**src/rtl/regfile_pkg.sv**
```systemverilog
// regfile_pkg: register-file geometry shared by the write-port logic.
package regfile_pkg;
   localparam int REG_ADDR_W = 5;
   localparam int REG_DATA_W = 32;
   localparam int NUM_REGS   = 32;
   localparam int ZERO_REG   = 0;
endpackage

```
**src/rtl/rr_arbiter.sv**
```systemverilog
// rr_arbiter: round-robin one-hot grant with a rotating priority pointer.
module rr_arbiter #(
   parameter int N    = 4,
   parameter int ID_W = $clog2(N)
) (
   input  logic            clk,
   input  logic            reset,
   input  logic [N-1:0]    req,
   input  logic            hold,
   output logic [N-1:0]    gnt,
   output logic [ID_W-1:0] gnt_id,
   input  logic            advance
);
   logic [ID_W-1:0] ptr;
   logic [ID_W-1:0] ptr_nxt;
   logic [ID_W:0]   pos;
   logic            found;

   // Walk ptr, ptr+1, ... modulo N; the first valid request wins.
   always_comb begin
      gnt    = '0;
      gnt_id = '0;
      found  = 1'b0;
      pos    = '0;
      for (int k = 0; k < N; k++) begin
         pos = {1'b0, ptr} + (ID_W+1)'(k);
         if (pos >= (ID_W+1)'(N)) pos = pos - (ID_W+1)'(N);
         if (!found && req[pos[ID_W-1:0]]) begin
            found  = 1'b1;
            gnt_id = pos[ID_W-1:0];
         end
      end
      if (found && !hold && !reset) gnt[gnt_id] = 1'b1;
   end

   assign ptr_nxt = (gnt_id == ID_W'(N-1)) ? '0 : gnt_id + ID_W'(1);

   always_ff @(posedge clk) begin
      if (reset) ptr <= '0;
      else if (advance) ptr <= ptr_nxt;
   end
endmodule

```
**src/rtl/regfile_write_arbiter.sv**
```systemverilog
// regfile_write_arbiter: shares the register-file write port between requesters.
// REGFILE_ARB_ZERO_GUARD_EN suppresses the write enable for register 0.
module regfile_write_arbiter
   import regfile_pkg::*;
#(
   parameter int NUM_REQ = 4,
   parameter int ADDR_W  = REG_ADDR_W,
   parameter int DATA_W  = REG_DATA_W
) (
   input  logic                       clk,
   input  logic                       reset,
   input  logic [NUM_REQ-1:0]         req_valid,
   input  logic [NUM_REQ*ADDR_W-1:0]  req_addr,
   input  logic [NUM_REQ*DATA_W-1:0]  req_data,
   output logic [NUM_REQ-1:0]         req_ready,
   input  logic                       rf_hold,
   output logic                       wr_enable,
   output logic [ADDR_W-1:0]          wr_addr,
   output logic [DATA_W-1:0]          wr_data,
   output logic [$clog2(NUM_REQ)-1:0] grant_id
);
   localparam int ID_W = $clog2(NUM_REQ);

   logic [NUM_REQ-1:0] gnt;
   logic [ID_W-1:0]    gnt_id;
   logic               xfer;
   logic               we_nxt;
   logic [ADDR_W-1:0]  sel_addr;
   logic [DATA_W-1:0]  sel_data;

   rr_arbiter #(.N(NUM_REQ), .ID_W(ID_W)) u_arb (
      .clk     (clk),
      .reset   (reset),
      .req     (req_valid),
      .hold    (rf_hold),
      .gnt     (gnt),
      .gnt_id  (gnt_id),
      .advance (xfer)
   );

   assign req_ready = gnt;
   assign xfer      = |gnt;

   always_comb begin
      sel_addr = '0;
      sel_data = '0;
      for (int i = 0; i < NUM_REQ; i++) begin
         if (gnt[i]) begin
            sel_addr = req_addr[i*ADDR_W +: ADDR_W];
            sel_data = req_data[i*DATA_W +: DATA_W];
         end
      end
   end

`ifdef REGFILE_ARB_ZERO_GUARD_EN
   // Handshake still completes so the requester is not stalled on r0.
   assign we_nxt = xfer && (sel_addr != ADDR_W'(ZERO_REG));
`else
   assign we_nxt = xfer;
`endif

   always_ff @(posedge clk) begin
      if (reset) begin
         wr_enable <= 1'b0;
         wr_addr   <= '0;
         wr_data   <= '0;
         grant_id  <= '0;
      end else begin
         wr_enable <= we_nxt;
         if (xfer) begin
            wr_addr  <= sel_addr;
            wr_data  <= sel_data;
            grant_id <= gnt_id;
         end
      end
   end
endmodule
```
**config.mk**
```make
export PLATFORM = sky130hd
export DESIGN_NAME = regfile_write_arbiter
export DESIGN_NICKNAME = d
export VERILOG_FILES = /design/src/rtl/regfile_pkg.sv /design/src/rtl/rr_arbiter.sv /design/src/rtl/regfile_write_arbiter.sv
export SDC_FILE = /design/constraint.sdc
export NUM_CORES = 1
export LEC_CHECK = 0
export CAP_MARGIN = 20
export CORE_AREA = 10 10 107 109
export DETAILED_ROUTE_END_ITERATION = 8
export DIE_AREA = 0 0 117 119
export GPL_TIMING_DRIVEN = 0
export PLACE_DENSITY = 0.82
export SYNTH_ARGS = -nofsm -noshare
export SYNTH_HDL_FRONTEND = slang
export SYNTH_SLANG_ARGS = --single-unit
```
**constraint.sdc**
```tcl
create_clock -name clk -period 6.2 [get_ports clk]
set_input_delay 1.24 -clock clk [delete_from_list [all_inputs] [get_ports clk]]
set_output_delay 1.24 -clock clk [all_outputs]
set_load 0.005 [all_outputs]
```
==> results of run 1 <==
[sequential cells by signal (all words and copies together), names as in the netlist]
register   count
wr_addr        5
wr_data       32
grant_id       2
u_arb.ptr      2
wr_enable      1
[synth_stat cells, drive strengths merged]
cell type   n  share of area (%)
nand2      41                5.6
nor4        1               0.45
or4         2               0.68
o22ai       1               0.23
nand2b      1               0.23
mux2i       1               0.36
and3        4               0.91
o21ai      74                 13
nand3      38                7.3
nor3        1               0.18
ha          4                1.8
a31o        1               0.32
dfxtp      42                 30
nor2        3               0.41
a22oi      37                 10
a211oi      1               0.45
a21oi      79                 14
o221ai      1               0.32
clkbuf     23                3.3
o21a        1               0.27
inv        42                5.7
buf        18                3.3
[logic make-up after synthesis]
group	count (synthesis)	synth area share [%]
adders and majority gates	4	1.81
buffers and inverters	83	12.3
muxes	1	0.362
AOI/OAI and AO/OA	195	39.4
and+or+nand+nor	91	15.8
DFF	42	30.4
[power by group through the flow]
| stage | Clock (W) | Sequential [W] | Combinational [W] |
|---|---|---|---|
| global placement | 0 | 0.000324 | 0.000411 |
| finish | 0.000184 | 0.000319 | 0.000420 |
| floorplan | 0 | 0.000328 | 0.000182 |
| detailed placement | 0 | 0.000325 | 0.000421 |
| global route | 0.000200 | 0.000324 | 0.000464 |
| CTS | 0.000187 | 0.000319 | 0.000422 |
[path summary, 6_finish.rpt]
check	from	end	slack [ns]	cells past startpoint
worst min register to register	grant_id[1]	grant_id[1]	0.47	2
worst max register to register	u_arb.ptr[1]	wr_data[26]	3.27	10
worst max-delay path	req_valid[0]	req_ready[3]	0.75	9
worst min-delay path	grant_id[1]	grant_id[1]	0.47	2
[metal layers]
layer	wire length [um]	part of all wire, %	vias up
met5	0	0	-
met4	199	1.5	0
met3	1210	9.1	16
met2	6950	52	141
met1	4920	37	1752
li1	-	-	1869
[cells in the final DEF (no fill, tap or decap), types with 3 or more instances in the layout]
cell type / synthesis / final
inv_1: 42 / 42
a22oi_1: 37 / 37
clkbuf_1: 20 / 21
buf_2: 4 / 4
dfxtp_1: 42 / 42
clkdlybuf4s50_1: 0 / 198
nand2_1: 41 / 41
buf_1: 10 / 10
and3_1: 4 / 4
buf_4: 3 / 3
a21oi_1: 79 / 79
clkbuf_8: 0 / 6
ha_1: 4 / 4
nor2_1: 3 / 3
o21ai_0: 74 / 74
nand3_1: 37 / 37
clkbuf_2: 3 / 3
[per-stage QoR]
step	hold WS [ns]	instances	total power [W]	setup WS (ns)
2_1_floorplan	0.447	416	0.000510	2.26
3_3_place_gp	0.453	728	0.000735	0.787
3_5_place_dp	0.457	728	0.000746	0.697
4_1_cts	0.472	736	0.000929	0.701
5_1_grt	0.503	736	0.000987	0.420
6_report	0.468	736	0.000922	0.748
[critical path: cells and delay by family]
kind,cells,cell delay (ns)
and+or+nand+nor,3,0.67
adders and majority gates,1,0.27
buffers and inverters,4,1.84
muxes,1,0.17
[final cells by class]
| class | count | area (um2) | share of cell area, % |
|---|---|---|---|
| multi-input cells | 291 | 1580 | 31.8 |
| repair buffers | 198 | 1980 | 39.8 |
| flip-flops and latches | 42 | 841 | 16.9 |
| clock buffers | 7 | 86.3 | 1.73 |
| plain buffers | 41 | 181 | 3.64 |
| inverters | 42 | 158 | 3.17 |
| well taps | 114 | 143 | 2.87 |
| clock inverters | 1 | 5.00 | 0.101 |
==> metrics.txt, run 1 <==
status complete, no violations; Critical Path AT 4.21 ns; initial antenna violation count 1; Sw Ratio 33.1%; placed instance area 4890 um2; Avg Cell Area, Syn 6.64 um2; grt total ovfl 0; CP Class input pin to primary output; Worst path max stage delay 0.50 ns; Routed WL 13.3 mm; period utilisation layout 87.9%; Crit-path slowest cell clkdlybuf4s50_1; Final min period 5.45 ns; post-layout instance area 4980 um2; # resized after CTS 0; clock power share 19.9%; final setup fails 0; first-pass GRT wire length 20.7 mm; Critical Path Start Type input pin; DR WL/cell 18.0 um; CP Capture Type primary output; ant diodes 0; met3 usage 5.67%; TritonCTS buffer count 5; # H-tree levels 2; crit-path max FO 10; Final Skew 0.00741 ns; Final Slew Violations 0; Net Count, Synth 575; combinational share of power 45.5%; post-synth design cell area 2760 um2; Die ar. 13900 um2; gr usage total 18.3%; Pre-antenna DRT Iters 5; share of cells above drive strength 1 3.54%; DR vias/cell 5.13; register share of total power 34.6%; Layout Utilization ~53%; Root Driver clkbuf_8; M2 GR Usage between 30% and 40%; P_int 0.000617 W; clock-pin slew on the worst setup and hold paths 0.08 ns; P per Cell Area 185 nW/um2; I/O Pins 199; DP HPWL about 11 mm; post-synth cell types 28; most used cell, CP clkdlybuf4s50_1; M1 GR Usage 19.3%; IO buf count 198; # hold bufs at CTS 0; floorplan row count 36; Fill cells ~950; max-cap violations 0; Max VDD drop 92.4 uV; register area share after synthesis a little over 30%; FF+latch count, synth 42; setup repair bufs after CTS 0; CP Data Required Time a little under 5 ns; Hold Crit Class flop to flop; actual slew at the worst max-slew pin 0.561 ns; die span in y 119 um; # DRC 0; Clock Latency Late Sink 0.29 ns; largest net degree at the start of global routing 13; Fin Setup TNS 0 ns; vias in the first global route 3996; Final GP Congestion 0.806; GRT busiest layer met2; TritonCTS clock tree yes; Max clock buf depth 2; Syn Inst Count 416; drt first-iter violations 236; P_leak roughly 2 nW; number of routed nets with antenna violations 0; final hold viol count 0; Initial Utilization 29.2%; Core ar. 9460 um2; slew margin rel. 62.6%; Final #Nets 780; CTS sink cnt 42; vias 3778; Die X 117 um; Psw 0.000305 W; Synth warnings 0; critical path cell sequence clkdlybuf4s50_1, mux2i_1, nor2_1, nor3_1, ha_1, clkbuf_1, buf_1, and3_1, clkdlybuf4s50_1; synth-to-layout area growth 80.2%; RSZ-0062 raised after global routing no; fmax 0.183 GHz
Power figures use the tool's default switching activity.
==> run 2: changes to the inputs <==
--- a/config.mk
+++ b/config.mk
@@ -7,10 +7,12 @@
 export LEC_CHECK = 0
 export CAP_MARGIN = 20
 export CORE_AREA = 10 10 107 109
+export CTS_CLUSTER_SIZE = 10
 export DETAILED_ROUTE_END_ITERATION = 8
 export DIE_AREA = 0 0 117 119
 export GPL_TIMING_DRIVEN = 0
 export PLACE_DENSITY = 0.82
+export SETUP_SLACK_MARGIN = 0.02
 export SYNTH_ARGS = -nofsm -noshare
 export SYNTH_HDL_FRONTEND = slang
 export SYNTH_SLANG_ARGS = --single-unit
==> results of run 2 <==
Same layout as run 1: the final DEF is identical, and so are final timing and power.
==> run 3: changes to the inputs <==
--- a/config.mk
+++ b/config.mk
@@ -6,11 +6,12 @@
 export NUM_CORES = 1
 export LEC_CHECK = 0
 export CAP_MARGIN = 20
-export CORE_AREA = 10 10 107 109
+export CORE_AREA = 3 3 100 102
 export CTS_CLUSTER_SIZE = 10
 export DETAILED_ROUTE_END_ITERATION = 8
-export DIE_AREA = 0 0 117 119
+export DIE_AREA = 0 0 103 105
 export GPL_TIMING_DRIVEN = 0
+export MAX_ROUTING_LAYER = met4
 export PLACE_DENSITY = 0.82
 export SETUP_SLACK_MARGIN = 0.02
 export SYNTH_ARGS = -nofsm -noshare
==> run 3 against run 2 <==
Against the previous run:
- critical path depth did not move
- first-iteration DRC count fell by 33%
- sequential share of layout area rose by 0.064 points
- largest power group unchanged
- clock skew fell by 0.0047 ns
- sequential power barely moved
==> metrics.txt, run 3 (synthesis results as in run 1) <==
# resized after CTS 0 (unchanged); Fill cells 907 (was 952); DR vias/cell 5.25 (was 5.13); Core ar. 9200 um2 (was 9460 um2); Hold Crit Class flop to flop (unchanged); CP Data Required Time 4.96 ns (about the same); number of routed nets with antenna violations 0 (unchanged); die span in y 105 um (was 119 um); largest net degree at the start of global routing 12 (was 13); largest reg by FF count wr_data (unchanged); drt first-iter violations 157 (was 236); CTS sink cnt 42 (unchanged); Die ar. 10800 um2 (was 13900 um2); max reg flops 32 (unchanged); Critical Path AT 4.21 ns (about the same); IO buf count 198 (unchanged); Final #Nets 780 (unchanged); P_leak 1.94 nW (was 1.95 nW); Initial Utilization 30.0% (was 29.2%); status complete, no violations (unchanged); # H-tree levels 2 (unchanged); DR WL/cell 16.3 um (was 18.0 um); max-cap violations 0 (unchanged); Root Driver clkbuf_8 (unchanged); Die X 103 um (was 117 um); TritonCTS buffer count 5 (unchanged); initial antenna violation count 0 (was 1); CP Class input pin to primary output (unchanged); vias in the first global route 3894 (was 3996); period utilisation layout 87.8% (was 87.9%); crit-path leading delay family buffers and inverters (unchanged); Critical Path Start Type input pin (unchanged); DP HPWL 9.49 mm (was 10.7 mm); slew margin rel. 61.3% (was 62.6%); Max clock buf depth 2 (unchanged); crit-path max FO 10 (unchanged); non-filler cells in the finished layout 732 (was 736); grt total ovfl 0 (unchanged); Final Skew 0.00275 ns (was 0.00741 ns); synth-to-layout area growth 79.5% (was 80.2%); actual slew at the worst max-slew pin 0.580 ns (was 0.561 ns); final hold viol count 0 (unchanged); # hold bufs at CTS 0 (unchanged); Placed Cells 725 (was 728); # DRC 0 (unchanged); share of cells above drive strength 1 3.22% (was 3.54%); most common cell after layout, fill and taps aside clkdlybuf4s50_1 (unchanged); Final GP Congestion 0.809 (was 0.806); fmax 0.184 GHz (was 0.183 GHz); Worst path max stage delay 0.49 ns (was 0.50 ns); Routed WL 12.0 mm (was 13.3 mm); Final Slew Violations 0 (unchanged); floorplan row count 35 (was 36); gr usage total 21.9% (was 18.3%); Fin Setup TNS 0 ns (unchanged); first-pass GRT wire length 18.4 mm (was 20.7 mm); clock-pin slew on the worst setup and hold paths 0.07 ns (was 0.08 ns); most used cell, CP clkdlybuf4s50_1 (unchanged); Regs by FF count wr_data: 32 flops, wr_addr: 5 flops (unchanged); final setup fails 0 (unchanged); Crit-path slowest cell clkdlybuf4s50_1 (unchanged); I/O Pins 199 (unchanged); P per Cell Area 182 nW/um2 (was 185 nW/um2); CP Capture Type primary output (unchanged); ant diodes 0 (unchanged); most frequent cells in the layout clkdlybuf4s50_1 (198), a21oi_1 (79), o21ai_0 (74) (unchanged); Final min period 5.45 ns (about the same); setup repair bufs after CTS 0 (unchanged); Max VDD drop 86.3 uV (was 92.4 uV); vias 3844 (was 3778); critical path cell sequence clkdlybuf4s50_1, mux2i_1, nor2_1, nor3_1, ha_1, clkbuf_1, buf_1, and3_1, clkdlybuf4s50_1 (unchanged); worst path bufs/invs 4 (unchanged); Pre-antenna DRT Iters 4 (was 5); TritonCTS clock tree yes (unchanged); RSZ-0062 raised after global routing no (unchanged); Clock Latency Late Sink 0.29 ns (about the same)
==> run 3: changes by cell type in the layout (fill, tap and decap cells not counted) <==
cell,previous run,this run
clkinv_2,1,0
clkbuf_1,21,22
clkbuf_8,6,5
==> run 3: metrics by stage <==
step                      utilization (%)  setup WS, ns  cell area [um2]  total power, W  hold slack (ns)
after floorplan                         -          2.26             2760        0.000510            0.447
after global placement               53.1         0.828             4880        0.000731            0.453
after detailed placement             53.1         0.768             4880        0.000742            0.459
after CTS                            53.9         0.757             4960        0.000909            0.473
after global routing                 53.9         0.548             4960        0.000966            0.505
final                                53.9         0.754             4960        0.000904            0.474
==> run 3: area by class of cell <==
type / count / area (um2) / area share [%]
well taps: 111 / 139 / 2.80
clock buffers: 7 / 76.3 / 1.54
plain buffers: 41 / 181 / 3.66
multi-input cells: 291 / 1580 / 31.9
inverters: 42 / 158 / 3.18
repair buffers: 198 / 1980 / 40.0
flip-flops and latches: 42 / 841 / 17.0
==> run 3: final timing paths <==
check	cells after the start	from	endpoint	slack, ns
hold reg to reg	2	grant_id[1]	grant_id[1]	0.47
hold / removal	2	grant_id[1]	grant_id[1]	0.47
setup / recovery	9	req_valid[0]	req_ready[3]	0.75
setup reg to reg	11	u_arb.ptr[1]	wr_data[28]	3.28
==> run 3: power by group <==
part | internal [W] | switching [W]
combinational | 0.000224 | 0.000194
sequential | 0.000303 | 0.0000159
clock | 0.0000777 | 0.0000892
==> run 3: tightest hold or removal path, delay by kind of cell, from the launching register on <==
kind             cells  cell delay [ns]
flip-flops           1             0.32
AND/OR/NAND/NOR      1             0.05
AO/OA/AOI/OAI        1             0.05
==> run 3: routing by layer <==
layer  global-route usage, %  share of wire (%)  up-vias
li1                        -                  -     1868
met4                    5.83                2.1        0
met1                    24.1                 39     1791
met2                    39.5                 51      161
met5                       -                  0        -
met3                    4.21                7.2       24
